[config.mk]
export PLATFORM = sky130hd
export DESIGN_NAME = led_blink_arbiter
export DESIGN_NICKNAME = d
export VERILOG_FILES = /design/src/rtl/led_blink_arbiter.sv
export SDC_FILE = /design/constraint.sdc
export NUM_CORES = 1
export LEC_CHECK = 0
export CAP_MARGIN = 20
export CORE_ASPECT_RATIO = 1.25
export CORE_MARGIN = 1.5
export CORE_UTILIZATION = 55
export DETAILED_ROUTE_END_ITERATION = 7
export MAX_ROUTING_LAYER = met4
export PLACE_DENSITY = 0.81
export SYNTH_ARGS = -nofsm -noshare
export SYNTH_HDL_FRONTEND = slang
export SYNTH_SLANG_ARGS = --single-unit
[constraint.sdc]
create_clock -name CLK -period 7.1 [get_ports CLK]
set_input_delay 1.42 -clock CLK [delete_from_list [all_inputs] [get_ports CLK]]
set_output_delay 1.42 -clock CLK [all_outputs]
set_load 0.01 [all_outputs]
[src/rtl/led_blink_arbiter.sv]
// Round-robin arbiter that lends one shared LED to NREQ requesters.
// Each granted requester gets COUNT on/off blinks, followed by a dark gap.
module led_blink_arbiter #(
  parameter int NREQ      = 4,
  parameter int TICK_DIV  = 100000,
  parameter int ON_TICKS  = 250,
  parameter int OFF_TICKS = 250,
  parameter int GAP_TICKS = 1000
) (
  input  logic              CLK,
  input  logic              RST,
  input  logic [NREQ-1:0]   REQ,
  input  logic [NREQ*4-1:0] COUNT,
  output logic [NREQ-1:0]   GNT,
  output logic [NREQ-1:0]   DONE,
  output logic              LED,
  output logic              BUSY
);

  localparam int IW   = (NREQ > 1) ? $clog2(NREQ) : 1;
  localparam int PW   = (TICK_DIV > 1) ? $clog2(TICK_DIV) : 1;
  localparam int MAXT = (ON_TICKS > OFF_TICKS) ?
                        ((ON_TICKS > GAP_TICKS) ? ON_TICKS : GAP_TICKS) :
                        ((OFF_TICKS > GAP_TICKS) ? OFF_TICKS : GAP_TICKS);
  localparam int TW   = (MAXT > 1) ? $clog2(MAXT) : 1;

  localparam logic [PW-1:0] PRESC_LAST = PW'(TICK_DIV - 1);
  localparam logic [TW-1:0] ON_LAST    = TW'(ON_TICKS - 1);
  localparam logic [TW-1:0] OFF_LAST   = TW'(OFF_TICKS - 1);
  localparam logic [TW-1:0] GAP_LAST   = TW'(GAP_TICKS - 1);

  generate
    if ((TICK_DIV < 1) || (ON_TICKS < 1) || (OFF_TICKS < 1) || (GAP_TICKS < 1)) begin : g_bad_params
      $error("led_blink_arbiter: all timing parameters must be >= 1");
    end
  endgenerate

  typedef enum logic [1:0] {
    ST_IDLE = 2'd0,
    ST_ON   = 2'd1,
    ST_OFF  = 2'd2,
    ST_GAP  = 2'd3
  } state_t;

  state_t          state_r;
  logic [PW-1:0]   presc_r;
  logic [TW-1:0]   tick_cnt_r;
  logic [4:0]      remain_r;
  logic [IW-1:0]   rr_ptr_r;
  logic [NREQ-1:0] gnt_r;
  logic [NREQ-1:0] done_r;
  logic            led_r;
  logic            busy_r;

  logic            any_req_s;
  logic [IW-1:0]   sel_idx_s;
  logic [IW:0]     idx_s;
  logic [NREQ*4-1:0] count_sh_s;
  logic [3:0]      sel_raw_s;
  logic [4:0]      sel_cnt_s;
  logic [IW-1:0]   next_ptr_s;
  logic [TW-1:0]   dur_last_s;
  logic            tick_s;
  logic            expire_s;

  // Round-robin pick: scan from rr_ptr_r upward, lowest offset wins.
  always_comb begin
    any_req_s = 1'b0;
    sel_idx_s = '0;
    idx_s     = '0;
    for (int k = NREQ - 1; k >= 0; k--) begin
      idx_s = {1'b0, rr_ptr_r} + (IW+1)'(k);
      if (idx_s >= (IW+1)'(NREQ)) begin
        idx_s = idx_s - (IW+1)'(NREQ);
      end else begin
        idx_s = idx_s;
      end
      if (REQ[idx_s[IW-1:0]]) begin
        any_req_s = 1'b1;
        sel_idx_s = idx_s[IW-1:0];
      end else begin
        any_req_s = any_req_s;
      end
    end
  end

  // Blink count of the selected requester; a zero field means sixteen blinks.
  always_comb begin
    count_sh_s = COUNT >> {sel_idx_s, 2'b00};
    sel_raw_s  = count_sh_s[3:0];
    if (sel_raw_s == 4'd0) begin
      sel_cnt_s = 5'd16;
    end else begin
      sel_cnt_s = {1'b0, sel_raw_s};
    end
    if (sel_idx_s == IW'(NREQ - 1)) begin
      next_ptr_s = '0;
    end else begin
      next_ptr_s = sel_idx_s + IW'(1);
    end
  end

  // Duration of the current state and end-of-state detection.
  always_comb begin
    case (state_r)
      ST_ON:   dur_last_s = ON_LAST;
      ST_OFF:  dur_last_s = OFF_LAST;
      ST_GAP:  dur_last_s = GAP_LAST;
      default: dur_last_s = '0;
    endcase
    tick_s   = (presc_r == PRESC_LAST);
    expire_s = tick_s && (tick_cnt_r == dur_last_s);
  end

  // Main FSM; every output is a register updated on the same edge as the state.
  always_ff @(posedge CLK) begin
    if (RST) begin
      state_r    <= ST_IDLE;
      presc_r    <= '0;
      tick_cnt_r <= '0;
      remain_r   <= 5'd0;
      rr_ptr_r   <= '0;
      gnt_r      <= '0;
      done_r     <= '0;
      led_r      <= 1'b0;
      busy_r     <= 1'b0;
    end else begin
      done_r <= '0;
      if (state_r != ST_IDLE) begin
        if (tick_s) begin
          presc_r    <= '0;
          tick_cnt_r <= tick_cnt_r + TW'(1);
        end else begin
          presc_r <= presc_r + PW'(1);
        end
      end
      // Transitions below reset the timebase so each state starts from zero.
      case (state_r)
        ST_IDLE: begin
          if (any_req_s) begin
            state_r    <= ST_ON;
            gnt_r      <= NREQ'(1'b1) << sel_idx_s;
            led_r      <= 1'b1;
            busy_r     <= 1'b1;
            remain_r   <= sel_cnt_s;
            rr_ptr_r   <= next_ptr_s;
            presc_r    <= '0;
            tick_cnt_r <= '0;
          end
        end
        ST_ON: begin
          if (expire_s) begin
            state_r    <= ST_OFF;
            led_r      <= 1'b0;
            presc_r    <= '0;
            tick_cnt_r <= '0;
          end
        end
        ST_OFF: begin
          if (expire_s) begin
            presc_r    <= '0;
            tick_cnt_r <= '0;
            if (remain_r > 5'd1) begin
              state_r  <= ST_ON;
              remain_r <= remain_r - 5'd1;
              led_r    <= 1'b1;
            end else begin
              state_r  <= ST_GAP;
              remain_r <= 5'd0;
              gnt_r    <= '0;
              done_r   <= gnt_r;
            end
          end
        end
        ST_GAP: begin
          if (expire_s) begin
            state_r    <= ST_IDLE;
            busy_r     <= 1'b0;
            led_r      <= 1'b0;
            presc_r    <= '0;
            tick_cnt_r <= '0;
          end
        end
        default: begin
          state_r    <= ST_IDLE;
          gnt_r      <= '0;
          led_r      <= 1'b0;
          busy_r     <= 1'b0;
          presc_r    <= '0;
          tick_cnt_r <= '0;
        end
      endcase
    end
  end

  assign GNT  = gnt_r;
  assign DONE = done_r;
  assign LED  = led_r;
  assign BUSY = busy_r;

endmodule


# == Word level (Yosys, flattened, before mapping) ==
# Index checks and enable logic that the tools add are counted.
# op_classes
n_eq_ne,13
div,0
reduce_logical,16
n_mux,53
shifts,2
bitwise_logic,2
n_lt_le_gt_ge,9
multipliers,0
addsub,11
# ops
op,n
17-bit 2-to-1 mux,4
10-bit 2-to-1 mux,4
10-bit one-hot mux with 2 select lines,2
17-bit one-hot mux with 2 select lines,1
2-bit 2-to-1 mux,14
5-bit 2-to-1 mux,4
"17-bit by 1-bit adder with 17-bit output, second input constant",1
"17-bit equality test, second input constant",1
16-bit by 4-bit >> shifter with 4-bit output,1
"2-bit by 3-bit less-than comparator with 1-bit output, second input constant",4
1-bit 2-to-1 mux,12
4-bit 2-to-1 mux,3
"2-bit inequality test, second input constant",6
4-bit AND reduction,3
"10-bit by 1-bit adder with 10-bit output, second input constant",1
10-bit equality test,1
5-bit one-hot mux with 2 select lines,1
"3-bit greater-or-equal comparator, second input constant",3
1-bit binary-select mux with 2-bit select,4
2-bit one-hot mux with 4 select lines,1
4-bit one-hot mux with 2 select lines,1
"2-bit by 1-bit subtractor with 2-bit output, second input constant",4
"2-bit by 2-bit adder with 3-bit output, second input constant",2
"2-bit equality test, second input constant",3
20 further kinds,25
# totals
wordCells,115
mem_bits_rw,0
rom_bits,0
out_inout_bits,10
latch_bits,0
in_bits,22
n_memories,0
ff_bits,46

# == Depth between registers and ports, before layout ==
# logic_depth
ltp_word,14
mapped_depth,10
mapped_depth_nobuf,9

# == Worst setup path after synthesis ==
# No wires, ideal clock.
# synth_timing
kind,input port to flip-flop
from,input REQ[2]
to,register remain_r[0]
t_arrival_ns,3.123
path_slack_ns,3.906
setup_ns,0.071
path_buffers,0
required_ns,7.029
stages,5
path_cell_list,a22o_1 -> a221oi_1 -> mux2_2 -> or2_2 -> a21oi_1
# synth_via
elab_chain_cells,11
elab_cells_between_ends,23
cone_classes,eq/ne: 1; shift: 1; mux: 19; reduce/logical: 2
# synth_lines
element,line,rtl
from (decl),12,"input logic [NREQ-1:0] REQ,"
1-bit binary-select mux with 2-bit select,78,if (REQ[idx_s[IW-1:0]]) begin
1-bit 2-to-1 mux (not written as such),78,
2-bit 2-to-1 mux (4 in a row),78,
16-bit by 4-bit >> shifter with 4-bit output,89,"count_sh_s = COUNT >> {sel_idx_s, 2'b00};"
4-bit zero test,91,if (sel_raw_s == 4'd0) begin
5-bit 2-to-1 mux,91,
5-bit 2-to-1 mux,140,if (any_req_s) begin
5-bit one-hot mux with 2 select lines,138,case (state_r)
to (signal assigned),145,remain_r <= sel_cnt_s;
to (signal assigned),165,remain_r <= remain_r - 5'd1;
to (decl),48,logic [4:0] remain_r;
# Parallel ways exist; a longest one is shown, timed or not. The select of a mux whose other input is x is not followed.
# A chain may end at the register's enable or synchronous reset.

# == Worst setup path in the final report ==
# layout_timing
from,input REQ[0]
to,register remain_r[0]
# Same word-level chain as after synthesis.

==> summary.md <==
| Metric | Value |
|---|---|
| Status | `finished clean` |
| Dpl cell area | `0.00289 mm2` |
| Crit start category | `input pin` |
| Mapped Area | `0.00254 mm2` |
| Mux contribution to synthesized area | `6.07%` |
| Initial core utilization | `57.3%` |
| Critical Path, Cell by Cell | `clkdlybuf4s50_1 > a21oi_1 > o21ai_0 > a21oi_1 > mux2i_1 > mux2_2 > or2_2 > a21oi_1` |
| # rows | `27` |
| Final setup fails | `0` |
| DR vias/cell | `5.69` |
| Vias | `2203` |
| Seq pwr share | `37.1%` |
| Finished Layout Cells | `387` |
| Max VDD drop | `0.000226 V` |
| Post-synth EDFFs | `0` |
| Largest stage delay, worst path | `0.89 ns` |
| Pwr Total | `0.889 mW` |
| GPL Wtd Cong | `0.886` |
| Synth Register Bits | `46` |
| Crit path time final | `3.71 ns` |
| Worst path required time | `7.32 ns` |
| CP max FO | `11` |
| Setup tns final | `0 ns` |
| TritonCTS clock tree | `yes` |
| GR Overflow Total | `0` |
| YS warnings | `0` |
| Endpoints failing hold | `0` |
| Fin crit share | `52.3%` |
| Post-Synth Adder-Cell Area | `6.41%` |
| CP max stage cell | `a21oi_1` |
| Sw Ratio | `39.6%` |
| Largest net degree at the start of global routing | `26` |
| Crit path capture type | `flip-flop` |
| # DRC | `0` |
| P_sw | `0.352 mW` |
| WL per Instance | `14.0 um` |
| CTS buffer count | `5` |
| Worst-Skew Late Latency | `0.30 ns` |
| CP Data Arrival Time | `3.93 ns` |
| Util after Layout | `66.9%` |
| Power per Cell Area | `300 mW/mm2` |
| Clock buffer depth | `2` |
| Post_cts resized | `0` |
| CP most frequent cell | `a21oi_1` |
| Avg Cell Area, Syn | `8.45 um2` |
| Compound-cell area share of the yosys netlist | `14.9%` |
| Clock power share | `16.7%` |
| Commonest non-fill, non-tap cell in the layout | `dfxtp_1` |
| Aggregate global-route resource usage | `23.6%` |
| Core box area | `0.00443 mm2` |
| First DRT Iteration DRCs | `128` |
| Share of cells above drive strength 1 | `4.56%` |
| Crit path buf inv count | `1` |
| I/O pin count | `32` |
| Die H | `78.9 um` |
| Area fraction in and, or, nand and nor cells after synthesis | `28.0%` |
| Sequential element share of the synthesized area | `36.3%` |
| Most frequent cells in the layout | `dfxtp_1 (46), nor2_1 (39), clkdlybuf4s50_1 (31)` |
| Final Cell Area | `0.00296 mm2` |
| Dpl cells | `380` |
| # diodes | `0` |
| Post-synth top area cell | `dfxtp_1` |
| Hold Buf Count CTS | `0` |
| Syn nets | `335` |
| Max_slew headroom | `25.3%` |
| Ys async rst share | `0%` |
| Distinct cells, synth | `49` |
| Top cells by area, synth | `dfxtp_1 (36%), ha_1 (6.4%), nor2_1 (5.8%)` |
| Hold WC Path Type | `reg2reg` |
| TritonCTS Sinks | `46` |
| First-pass GRT wire length | `9220 um` |
| Post-Route Skew | `0.0116 ns` |
| IO buf count | `31` |
| Number of global-route vias before repair | `2098` |
| RSZ-0062 raised after global routing | `no` |
| First drt pass iteration count | `5` |
| Final Max Slew Viols | `0` |
| CTS clk-pin slew, worst paths | `0.08 ns` |
| Width of the chip | `63.7 um` |
| DIE AREA | `0.00503 mm2` |
| Root Driver | `clkbuf_8` |
| XOR/XNOR Fraction of Synth Area | `5.53%` |
| Gate Count Post-Synth | `300` |
| Worst Tran Pin Value | `1.12 ns` |
| Max Cap Viol | `0` |
| Combinational share of power | `46.1%` |
| H-tree depth | `2` |
| Total Wirelength | `5410 um` |
| ANT nets after route | `0` |
| Fmax | `269 MHz` |
| Fillers | `379` |
| Post-CTS setup buffer count | `0` |
| Synth top area share | `36.3%` |
| Cell Int Power | `0.537 mW` |
| Crit Path Category | `in2reg` |
| Nets | `364` |
| Delay-heaviest family, CP | `compound AO/OA/AOI/OAI gates` |
| Top FF cell, synth | `dfxtp_1` |
| Post-DP HPWL | `4090 um` |
| Antenna violations before repair | `0` |
| Largest family of logic cells by synthesized area | `simple AND/OR/NAND/NOR gates` |
| P_leak | `1.09 nW` |
| Area growth from synthesis to layout | `16.8%` |
==> kinds of logic (layout without fill, tap and decap cells) <==
family | after synthesis | after routing
AO/OA/AOI/OAI | 58 | 58
adder cells (fa/ha/maj) | 13 | 13
XOR/XNOR | 16 | 16
multiplexers | 15 | 15
flip-flops | 46 | 46
AND/OR/NAND/NOR | 133 | 133
buffers and inverters | 19 | 48
==> power groups by stage <==
stage	Combinational, mW	Sequential [mW]	Clock [mW]
after CTS	0.410	0.330	0.151
after global routing	0.457	0.337	0.163
after detailed placement	0.407	0.336	0
final	0.410	0.330	0.149
after global placement	0.396	0.334	0
after floorplan	0.302	0.332	0
==> sequential cells by signal (all words and copies together) (netlist names) <==
register / flops
rr_ptr_r: 2
remain_r: 5
GNT: 4
presc_r: 17
BUSY: 1
state_r: 2
LED: 1
tick_cnt_r: 10
DONE: 4
==> worst paths after layout <==
kind / from / to / slack (ns) / cells past startpoint
max: REQ[0] / remain_r[0]$_SDFFE_PP0P_ / 3.39 / 8
min: GNT[0]$_SDFFE_PP0P_ / DONE[0]$_SDFF_PP0_ / 0.49 / 1
max reg2reg: state_r[0]$_SDFFE_PP0P_ / GNT[0]$_SDFFE_PP0P_ / 3.90 / 9
min reg2reg: GNT[0]$_SDFFE_PP0P_ / DONE[0]$_SDFF_PP0_ / 0.49 / 1
==> synthesized netlist by cell type, types with 2 or more instances <==
| cell | n |
|---|---|
| and2_1 | 6 |
| or4_1 | 3 |
| xor2_1 | 12 |
| a22o_1 | 2 |
| nand3_1 | 9 |
| and3_1 | 3 |
| ha_1 | 13 |
| buf_1 | 2 |
| a22oi_1 | 6 |
| and4_1 | 2 |
| a21oi_1 | 19 |
| or2b_1 | 2 |
| nor2b_1 | 8 |
| nand4_1 | 7 |
| nand2_1 | 24 |
| clkbuf_1 | 7 |
| or3_1 | 7 |
| mux2i_1 | 12 |
| inv_1 | 10 |
| a211oi_1 | 4 |
| mux2_2 | 3 |
| nand2b_1 | 3 |
| dfxtp_1 | 46 |
| o21ai_0 | 15 |
| nor2_1 | 39 |
| xnor2_1 | 4 |
| nand4b_1 | 4 |
| nor3_1 | 7 |
==> layout make-up <==
type                    count  area, um2  area share [%]
multi-input cells         235       1540            52.1
flip-flops and latches     46        921            31.1
repair buffers             31        310            10.5
clock buffers               7       76.3            2.58
well taps                  58       72.6            2.45
inverters                  10       37.5            1.27
==> layer usage <==
| layer | vias to the layer above | GRT usage [%] | wire, um |
|---|---|---|---|
| li1 | 1124 | - | - |
| met1 | 1010 | 25.0 | 2220 |
| met4 | 0 | 9.57 | 118 |
| met5 | - | - | 0 |
| met2 | 57 | 42.5 | 2820 |
| met3 | 12 | 5.24 | 247 |
==> metrics by stage <==
| stage | setup slack (ns) | hold WS (ns) |
|---|---|---|
| floorplan | 3.91 | 0.457 |
| global placement | 3.22 | 0.469 |
| detailed placement | 3.08 | 0.472 |
| CTS | 3.38 | 0.489 |
| global route | 3.18 | 0.515 |
| finish | 3.39 | 0.490 |
(Power assumes the default switching activity.)
